--- src/rtl/sfp_div_seq.sv ---
// Sequential normaliser: divides DEPTH buffered elements by a common divisor
// through one external divider. Optional zero-element bypass: SFP_DIV_SEQ_ZERO_BYPASS_EN.
module sfp_div_seq #(
    parameter int DEPTH  = 8,
    parameter int ADDR_W = 3,
    parameter int DATA_W = 20
) (
    input  logic              clk,
    input  logic              rst,
    input  logic              go,
    input  logic [DATA_W-1:0] sum,
    output logic              rd_en,
    output logic [ADDR_W-1:0] rd_addr,
    input  logic [DATA_W-1:0] rd_data,
    output logic              div_start,
    output logic [DATA_W-1:0] div_a,
    output logic [DATA_W-1:0] div_b,
    input  logic              div_busy,
    input  logic              div_done,
    input  logic              div_valid,
    input  logic [DATA_W-1:0] div_val,
    output logic              wr_en,
    output logic [ADDR_W-1:0] wr_addr,
    output logic [DATA_W-1:0] wr_data,
    output logic              busy,
    output logic              done,
    output logic              err_div0
);

    typedef enum logic [2:0] {
        IDLE, READ, WAIT_RD, ISSUE, WAIT_DIV, WRITE, FIN
    } state_t;

    localparam logic [ADDR_W-1:0] LAST_IDX = ADDR_W'(DEPTH - 1);

    state_t            state_reg;
    logic [ADDR_W-1:0] idx_reg;
    logic [DATA_W-1:0] sum_reg;
    logic [DATA_W-1:0] elem_reg;
    logic [DATA_W-1:0] res_reg;

    // The divider's busy flag carries no information the FSM needs.
    logic unused_div_busy;
    assign unused_div_busy = div_busy;

    assign rd_addr = idx_reg;
    assign wr_addr = idx_reg;
    assign wr_data = res_reg;
    assign div_a   = elem_reg;
    assign div_b   = sum_reg;

    always_ff @(posedge clk) begin
        if (rst) begin
            state_reg <= IDLE;
            idx_reg   <= '0;
            sum_reg   <= '0;
            elem_reg  <= '0;
            res_reg   <= '0;
            rd_en     <= 1'b0;
            div_start <= 1'b0;
            wr_en     <= 1'b0;
            busy      <= 1'b0;
            done      <= 1'b0;
            err_div0  <= 1'b0;
        end else begin
            rd_en     <= 1'b0;
            div_start <= 1'b0;
            wr_en     <= 1'b0;
            done      <= 1'b0;
            case (state_reg)
                IDLE: begin
                    if (go) begin
                        sum_reg   <= sum;
                        err_div0  <= 1'b0;
                        idx_reg   <= '0;
                        busy      <= 1'b1;
                        rd_en     <= 1'b1;
                        state_reg <= READ;
                    end
                end
                READ: begin
                    state_reg <= WAIT_RD;
                end
                WAIT_RD: begin
                    elem_reg <= rd_data;
`ifdef SFP_DIV_SEQ_ZERO_BYPASS_EN
                    // A zero element over a nonzero divisor is known to yield 0.
                    if (rd_data == '0 && sum_reg != '0) begin
                        res_reg   <= '0;
                        wr_en     <= 1'b1;
                        state_reg <= WRITE;
                    end else begin
                        div_start <= 1'b1;
                        state_reg <= ISSUE;
                    end
`else
                    div_start <= 1'b1;
                    state_reg <= ISSUE;
`endif
                end
                ISSUE: begin
                    state_reg <= WAIT_DIV;
                end
                WAIT_DIV: begin
                    // div_done is only trusted here; earlier it may be stale.
                    if (div_done) begin
                        if (div_valid) begin
                            res_reg <= div_val;
                        end else begin
                            res_reg  <= '1;
                            err_div0 <= 1'b1;
                        end
                        wr_en     <= 1'b1;
                        state_reg <= WRITE;
                    end
                end
                WRITE: begin
                    if (idx_reg == LAST_IDX) begin
                        done      <= 1'b1;
                        state_reg <= FIN;
                    end else begin
                        idx_reg   <= idx_reg + 1'b1;
                        rd_en     <= 1'b1;
                        state_reg <= READ;
                    end
                end
                FIN: begin
                    busy      <= 1'b0;
                    state_reg <= IDLE;
                end
                default: begin
                    state_reg <= IDLE;
                end
            endcase
        end
    end

endmodule

--- config.mk ---
export PLATFORM = sky130hd
export DESIGN_NAME = sfp_div_seq
export DESIGN_NICKNAME = d
export VERILOG_FILES = /design/src/rtl/sfp_div_seq.sv
export SDC_FILE = /design/constraint.sdc
export NUM_CORES = 1
export LEC_CHECK = 0
export BUFFER_PORTS_ARGS = -buffer_cell sky130_fd_sc_hd__buf_2
export CORE_MARGIN = 2
export CORE_UTILIZATION = 40
export DETAILED_ROUTE_END_ITERATION = 10
export MAX_ROUTING_LAYER = met4
export PLACE_DENSITY = 0.73
export SLEW_MARGIN = 20
export SYNTH_ARGS = -nofsm -noshare
export SYNTH_HDL_FRONTEND = slang
export SYNTH_SLANG_ARGS = --single-unit
export TNS_END_PERCENT = 10
--- constraint.sdc ---
create_clock -name clk -period 2.5 [get_ports clk]
set_input_delay 0.25 -clock clk [delete_from_list [all_inputs] [get_ports clk]]
set_output_delay 0.25 -clock clk [all_outputs]
set_load 0.02 [all_outputs]
==> results of run 1 <==
logic make-up (layout without fill, tap and decap cells):
| logic type | Yosys count | count (layout) | share of synthesized area, % |
|---|---|---|---|
| muxes | 23 | 23 | 8.26 |
| DFF | 72 | 72 | 51.7 |
| and+or+nand+nor | 106 | 106 | 20.1 |
| adders and majority gates | 2 | 2 | 0.898 |
| xor gates and xnor gates | 1 | 1 | 0.314 |
| AOI/OAI and AO/OA | 69 | 69 | 12.7 |
| buffers and inverters | 28 | 158 | 6.06 |
critical path: cells and delay by family (launching register included):
kind | cells | cell delay (ns)
mux | 1 | 0.22
flops | 1 | 0.60
buf+inv | 1 | 0.35
simple gates | 2 | 0.31
layer usage:
layer / track usage, % / up-vias / wire length, µm
li1: - / 1243 / -
met2: 26.4 / 75 / 2990
met5: - / - / 0
met4: 7.55 / 0 / 131
met1: 20.6 / 1122 / 2780
met3: 3.32 / 12 / 318
metrics by stage:
stage	total power, mW	cells	setup slack (ns)
after floorplan	1.59	301	1.13
after global placement	1.70	495	0.936
after detailed placement	1.72	495	0.854
after CTS	2.94	511	0.847
after global routing	3.03	511	0.699
final	2.90	511	0.874
power by group through the flow:
stage,sequential [mW],combinational (mW),clock (mW)
4_1_cts,1.26,0.429,1.25
6_report,1.26,0.422,1.21
5_1_grt,1.27,0.465,1.29
3_3_place_gp,1.28,0.418,0
2_1_floorplan,1.35,0.236,0
3_5_place_dp,1.29,0.428,0
worst min path at each step:
stage	endpoint	depth (start not counted)
global route	div_b[9]	3
CTS	div_b[18]	3
detailed placement	div_b[1]	2
floorplan	div_b[0]	2
finish	div_a[6]	3
global placement	div_b[2]	2
Yosys cell counts (2+ instances only):
cell type	instances	area, µm²
buf_2	3	15.0
nand2_1	41	154
nand2b_1	25	156
dfxtp_1	72	1440
buf_6	5	56.3
o21ai_0	22	110
clkbuf_1	11	41.3
nand3b_1	2	15.0
ha_1	2	25.0
nor2_1	23	86.3
buf_4	6	45.0
a21oi_1	44	220
mux2i_1	23	230
inv_1	2	7.51
nor2b_1	5	31.3
cell type report:
| type | count | area (µm²) |
|---|---|---|
| Clock buffer | 11 | 141 |
| Clock inverter | 5 | 128 |
| Fill cell | 647 | 3050 |
| Inverter | 2 | 7.51 |
| Multi-Input combinational cell | 201 | 1180 |
| Sequential cell | 72 | 1440 |
| Tap cell | 80 | 100 |
| Timing Repair Buffer | 140 | 711 |
==> flow_metrics.tcl, run 1 <==
set metrics [dict create \
    status "finished clean" \
    nets 494 \
    vias_per_cell 4.80 \
    drive_gt1_share_pct 37.6 \
    cts_resized 0 \
    startpoint "state_reg[1]" \
    r2r-end "div_a[4]" \
    fin_tns_setup_ns 0 \
    synth_nets 369 \
    vias 2452 \
    diodes 0 \
    die_y_um 87.5 \
    clk_latency_ns 0.34 \
    cts_setup_buffers 0 \
    path_cells "nor3b_4 > buf_4 > mux2i_1 > nor2_1" \
    final_area_mm2 0.00371 \
    routed_wl_um 6220 \
    path_class "register to register" \
    io_buffers 136 \
    cts_buffers 9 \
    overflow 0 \
    grt_pass1_wl_um 9860 \
    grt_pass1_vias 2229 \
    finalCritPeriodShare_pct 65.0 \
    vdd_drop_max_mv 0.365 \
    ys_seq_area_share_pct 51.7 \
    leakagePower_nw 1.71 \
    synth_seq_cells 72 \
    final_core_util_pct 54.9 \
    synthesis.instances 301 \
    rrSetupSlack_ns 0.87 \
    critPathMaxStageDelay_ns 0.60 \
    yosys_warnings 0 \
    slew_headroom_pct 64.0 \
    p_sw_uw 713 \
    placementRows 30 \
    rr_startpoint "state_reg[1]" \
    clkPwrFrac_pct 41.8 \
    hold_buffers 0 \
    drt-wirelength-per-cell_um 12.2 \
    finalClockSkew_ns 0.00907 \
    grt_max_degree 43 \
    min_from "rd_data[6]" \
    swShare_pct 24.6 \
    drc 0 \
    final_common_cell "buf_2" \
    slew_violations 0 \
    detailed_place_hpwl_um 4300 \
    synthFlopType "dfxtp_1" \
    power.internal_mw 2.18 \
    ioPinCount 138 \
    avgSynthCellArea_um2 9.26 \
    synth_edf_count 0 \
    cts_tree "built" \
    cp_slowest_cell "dfxtp_1" \
    hold_viol 0 \
    rr_worst_depth 4 \
    dr.pass1.iters 4 \
    start_util_pct 41.3 \
    rsz0062_at_grt "no" \
    max_freq_ghz 0.615 \
    initialDrtViolationCount 147 \
    endpoint_kind "register" \
    p_per_area_mw_per_mm2 782 \
    maxCapViolations 0 \
    async_flop_share_pct 0 \
    dieWidth_um 87.5 \
    yosysUniqueCellTypes 30 \
    cp_max_fo 21 \
    required_ns 2.70 \
    hold_class "input pin to register" \
    holdWs_ns 0.136 \
    endpoint "div_a[4]" \
    fin_crit_ns 1.63 \
    core_region_area_mm2 0.00676 \
    die_area_mm2 0.00765 \
    cp_data_arrival_time_ns 1.83 \
    area_growth_pct 32.9 \
    htreeDepth 3 \
    clock_path_buffers 2 \
    cts_root_buf "clkbuf_8" \
    cts.sinks 72 \
    grt_usage_pct 16.7 \
    place.gp.congestion 0.764 \
    combPwrFrac_pct 14.6 \
    postPlaceCellArea_mm2 0.00344 \
    startpoint_type "register" \
    drtAntennaViolNets 0 \
    clkTransAtPathRegs_ns 0.08 \
    seqPwrFrac_pct 43.6 \
    synth_area_mm2 0.00279 \
    tightest_slew_ns 0.540 \
    antenna_found_initial 0 \
    final_cell_mix "buf_2, dfxtp_1, a21oi_1" \
    setup_violations 0 \
]
(Power assumes the default switching activity.)
==> inputs of run 2 (changes only) <==
--- a/config.mk
+++ b/config.mk
@@ -5,12 +5,13 @@
 export SDC_FILE = /design/constraint.sdc
 export NUM_CORES = 1
 export LEC_CHECK = 0
+export ABC_AREA = 1
 export BUFFER_PORTS_ARGS = -buffer_cell sky130_fd_sc_hd__buf_2
 export CORE_MARGIN = 2
 export CORE_UTILIZATION = 40
 export DETAILED_ROUTE_END_ITERATION = 10
 export MAX_ROUTING_LAYER = met4
-export PLACE_DENSITY = 0.73
+export PLACE_DENSITY = 0.77
 export SLEW_MARGIN = 20
 export SYNTH_ARGS = -nofsm -noshare
 export SYNTH_HDL_FRONTEND = slang
==> constraint.sdc (replaced) <==
create_clock -name clk -period 1.3 [get_ports clk]
set_input_delay 0.13 -clock clk [delete_from_list [all_inputs] [get_ports clk]]
set_output_delay 0.13 -clock clk [all_outputs]
set_load 0.02 [all_outputs]
==> run 2 against run 1 <==
Synthesized cell count rose by 13%. Via count rose by 8.7%. Die area fell by 2.7%. Power rose by 110%. Largest cell class unchanged. Maximum frequency rose by 29%. Critical path type unchanged. Final cell count rose by 10%. First-iteration DRC count fell by 59%. Clock-buffer cell count rose by 2. Highest routed layer unchanged.
==> flow_metrics.tcl, run 2 <==
set metrics [dict create \
    hold_depth 3 \
    drtAntennaViolNets 0 \
    clkTransAtPathRegs_ns 0.07 \
    synthFlopType "dfxtp_1" \
    place.gp.congestion 0.798 \
    final_cell_mix "buf_2, dfxtp_1, nand2_1" \
    synth_nets 408 \
    start_util_pct 41.9 \
    p_per_area_mw_per_mm2 1630 \
    vias 2666 \
    setup_violations 0 \
    path_class "register to register" \
    grt_max_degree 41 \
    die_y_um 86.3 \
    io_buffers 136 \
    detailed_place_hpwl_um 4730 \
    rsz0062_at_grt "yes" \
    overflow 0 \
    clock_path_buffers 2 \
    yosysTopAreaCellShare_pct 53.2 \
    min_from "div_val[15]" \
    placementRows 29 \
    tightest_slew_ns 0.289 \
    slew_violations 0 \
    startpoint "rd_addr[0]" \
    final_area_mm2 0.00377 \
    maxCapViolations 0 \
    dieWidth_um 86.3 \
    slew_headroom_pct 80.7 \
    dr.pass1.iters 4 \
    drive_gt1_share_pct 37.7 \
    ys_seq_area_share_pct 53.2 \
    r2r-end "rd_addr[2]" \
    postPlaceCellArea_mm2 0.00353 \
    synth_largest_area_cell "dfxtp_1" \
    hold_buffers 0 \
    synth_edf_count 0 \
    async_flop_share_pct 0 \
    finalClockSkew_ns 0.00842 \
    antenna_found_initial 0 \
    yosysMostFrequentCell "dfxtp_1" \
    synth_area_mm2 0.00271 \
    stdcell_count 562 \
    vias_per_cell 4.74 \
    post-place-cells 545 \
    synth_common_cells "dfxtp_1, nand2_1, a21oi_1" \
    finalCritPeriodShare_pct 96.7 \
    grt_pass1_wl_um 10900 \
    avgSynthCellArea_um2 7.96 \
    required_ns 1.54 \
    synth_seq_cells 72 \
    core_region_area_mm2 0.00646 \
    nets 548 \
    grt_pass1_vias 2548 \
    yosys_warnings 0 \
    drt-wirelength-per-cell_um 11.8 \
    diodes 0 \
    rr_worst_depth 8 \
    cts_root_buf "clkbuf_8" \
    fin_crit_ns 1.26 \
    die_area_mm2 0.00744 \
    endpoint_kind "register" \
    cts.sinks 72 \
    yosys-top-cells-area "dfxtp_1, a21oi_1, nand2_1" \
    final_common_cell "buf_2" \
    max_freq_ghz 0.795 \
    ioPinCount 138 \
    hold_class "input pin to register" \
    cts_tree "built" \
    cp_max_fo 5 \
    htreeDepth 3 \
    vdd_drop_max_mv 0.698 \
    status "finished clean" \
    hold_end "wr_data[15]" \
    cp_data_arrival_time_ns 1.49 \
    leakagePower_nw 1.87 \
    grt_usage_pct 18.7 \
    synthesis.instances 340 \
    clk_latency_ns 0.34 \
    drc 0 \
    initialDrtViolationCount 60 \
    hold_viol 0 \
    area_growth_pct 39.2 \
    rrSetupSlack_ns 0.04 \
    startpoint_type "register" \
    cts_buffers 9 \
    rr_startpoint "rd_addr[0]" \
    routed_wl_um 6640 \
    yosysUniqueCellTypes 21 \
]
[run 2: cells by family after synthesis]
group,share of synthesized area (%)
simple gates,20.5
compound gates,15.8
flops,53.2
buf+inv,9.61
fa+ha+maj,0.924
[run 2: area by class of cell]
type | instances | area, µm²
clock buffer | 13 | 139
clock inverter | 3 | 67.6
fill | 630 | 2690
inverter | 33 | 126
multi-input combinational | 211 | 1030
sequential | 72 | 1450
tap | 77 | 96.3
timing repair buffer | 153 | 866
[run 2: routing by layer]
layer / GRT usage, % / vias to the layer above / part of all wire [%]
met3: 4.48 / 16 / 6.4
met2: 31.3 / 87 / 46
met4: 8.66 / 0 / 2.7
met5: - / - / 0
li1: - / 1382 / -
met1: 21.1 / 1181 / 45
[run 2: per-stage QoR]
step	setup slack, ns	hold WS, ns	setup TNS [ns]	total power [mW]	util (%)
5_1_grt	-0.0390	0.0188	-0.0914	6.49	58.4
6_report	0.0429	0.0187	0	6.14	58.4
2_1_floorplan	0.0186	0.269	0	3.70	-
3_3_place_gp	0.0139	0.355	0	4.25	54.6
3_5_place_dp	-0.0260	0.363	-0.0652	4.30	54.6
4_1_cts	0.0236	0.00648	0	6.18	57.9
[run 2: report_power, final]
group	switching (mW)	internal [mW]	total, mW
Sequential	0.141	2.48	2.62
Combinational	0.997	0.657	1.65
Clock	0.784	1.09	1.87
[run 2: what timing repair did]
action	in CTS	in global routing
setup buffers	0	1
gates resized for setup	5	8
pin swaps	3	2
setup endpoints to repair	3	29
[run 2: worst max-delay path, cell delays in order (launching register included)]
cell	delay, ns
dfxtp_4	0.35
ha_2	0.18
ha_2	0.18
nor2_2	0.08
nand2_2	0.10
nand2_2	0.08
inv_2	0.05
nor2_2	0.10
nor2_1	0.05
[run 2: worst max path at each step]
stage / cells past startpoint / endpoint / slack (ns)
final: 8 / rd_addr[2] / 0.04
after global routing: 8 / rd_addr[1] / -0.04
after CTS: 8 / rd_addr[2] / 0.02
after detailed placement: 8 / rd_addr[1] / -0.03
after global placement: 8 / rd_addr[1] / 0.01
after floorplan: 8 / rd_addr[1] / 0.02
==> inputs of run 3 (changes only) <==
--- a/config.mk
+++ b/config.mk
@@ -7,6 +7,7 @@
 export LEC_CHECK = 0
 export ABC_AREA = 1
 export BUFFER_PORTS_ARGS = -buffer_cell sky130_fd_sc_hd__buf_2
+export CORE_ASPECT_RATIO = 1.75
 export CORE_MARGIN = 2
 export CORE_UTILIZATION = 40
 export DETAILED_ROUTE_END_ITERATION = 10
==> run 3 against run 2 <==
Clock power rose by 22%. Die area increased by 0.35%. Highest routed layer unchanged. Wire length rose by 3.1%. Worst setup slack improved by 0.012 ns. Sequential power barely moved. Critical path type unchanged.
==> flow_metrics.tcl, run 3 (synthesized netlist as in run 2, its figures left out) <==
set metrics [dict create \
    status "finished clean" \
    regArea_mm2 0.00145 \
    final_common_cell "buf_2" \
    die_area_mm2 0.00747 \
    dieWidth_um 66.2 \
    nets 549 \
    drive_gt1_share_pct 39.5 \
    maxUsedRoutingLayer "met4" \
    grt_pass1_vias 2590 \
    vias_per_cell 4.82 \
    p_total_mw 6.54 \
    dr.pass1.iters 4 \
    met1Wirelength_um 2600 \
    io_buffers 136 \
    rsz0062_at_grt "yes" \
    hold_buffers 0 \
    place.gp.congestion 0.778 \
    grt_max_degree 45 \
    vias 2735 \
    startpoint_type "register" \
    holdWs_ns 0.0280 \
    die_y_um 113 \
    fin_tns_setup_ns 0 \
    grt_pass1_wl_um 10900 \
    path_class "register to register" \
    maxCapViolations 0 \
    cts_root_buf "clkbuf_16" \
    diodes 0 \
    leakagePower_nw 1.91 \
    htreeDepth 3 \
    max_freq_ghz 0.803 \
    drc 0 \
    drt-wirelength-per-cell_um 12.0 \
    fillCellCount 594 \
    finalClockSkew_ns 0.00338 \
    area_growth_pct 43.1 \
    routed-wl-met3_um 344 \
    endpoint_kind "register" \
    cp_max_fo 5 \
    finalCritPeriodShare_pct 95.8 \
    detailed_place_hpwl_um 4960 \
    setup_violations 0 \
    vdd_drop_max_mv 0.908 \
    swShare_pct 30.5 \
    tightest_slew_ns 0.288 \
    final_area_mm2 0.00387 \
    placementRows 39 \
    wl_met2_um 3680 \
    slew_violations 0 \
    p_sw_mw 2.00 \
    start_util_pct 41.4 \
    cts_buffers 9 \
    hold_class "input pin to register" \
    p_per_area_mw_per_mm2 1690 \
    required_ns 1.52 \
    combPwrFrac_pct 24.8 \
    postPlaceCellArea_mm2 0.00351 \
    cts.sinks 72 \
    grt_usage_pct 19.1 \
    initialDrtViolationCount 139 \
    slew_headroom_pct 80.8 \
    clkPwrFrac_pct 35.0 \
    fin_crit_ns 1.25 \
    antenna_found_initial 0 \
    clk_latency_ns 0.33 \
    seqPwrFrac_pct 40.2 \
    place_ws_ns -0.00399 \
    core_region_area_mm2 0.00654 \
    clkTransAtPathRegs_ns 0.05 \
    ioPinCount 138 \
    drtAntennaViolNets 0 \
    clock_path_buffers 2 \
    cp_data_arrival_time_ns 1.47 \
    routed_wl_um 6840 \
    final_cell_mix "buf_2, dfxtp_1, nand2_1" \
    power.internal_mw 4.54 \
    setup_ws_ns 0.0546 \
    cts_tree "built" \
    overflow 0 \
    multi_input_area_mm2 0.00107 \
    hold_viol 0 \
]
run 3: timing repair:
item / CTS / global route
resized for setup: 4 / 14
setup endpoints to repair: 6 / 57
setup buffers: 0 / 2
pin swaps: 0 / 5
run 3: area by class of cell:
| class | count | share of cell area [%] |
|---|---|---|
| multi-input cells | 211 | 27.6 |
| clock buffers | 13 | 6.97 |
| inverters | 33 | 3.26 |
| clock inverters | 3 | 0.387 |
| flip-flops and latches | 72 | 37.4 |
| repair buffers | 154 | 21.7 |
| well taps | 82 | 2.65 |
run 3: path summary, 6_finish.rpt:
kind,from,endpoint,slack [ns],cells past startpoint
setup reg to reg,rd_addr[0],rd_addr[2],0.05,8
hold reg to reg,div_b[19],div_b[19],0.44,2
hold / removal,div_val[0],wr_data[0],0.03,3
setup / recovery,rd_addr[0],rd_addr[2],0.05,8
run 3: metrics by stage:
stage,util [%],cells
global placement,53.6,550
finish,59.3,568
detailed placement,53.6,550
global route,59.3,568
CTS,58.2,566
floorplan,-,340
run 3: critical path, cell delays in order, from the launching register on:
cell and delay [ns]:
dfxtp_4 0.34, ha_2 0.19, ha_4 0.17, nor2_4 0.07
nand2_2 0.10, nand2_2 0.09, inv_2 0.05, nor2_2 0.10
nor2_1 0.05
run 3: metal layers:
metal	vias up	track usage, %
met5	-	-
met4	0	10.6
met3	17	4.47
met2	96	33.5
met1	1237	18.6
li1	1385	-
run 3: power by group through the flow:
stage	registers, mW	logic [mW]	clock network [mW]
floorplan	2.97	0.724	0
global placement	2.65	1.53	0
detailed placement	2.67	1.56	0
CTS	2.62	1.58	2.35
global route	2.66	1.79	2.44
finish	2.63	1.62	2.29
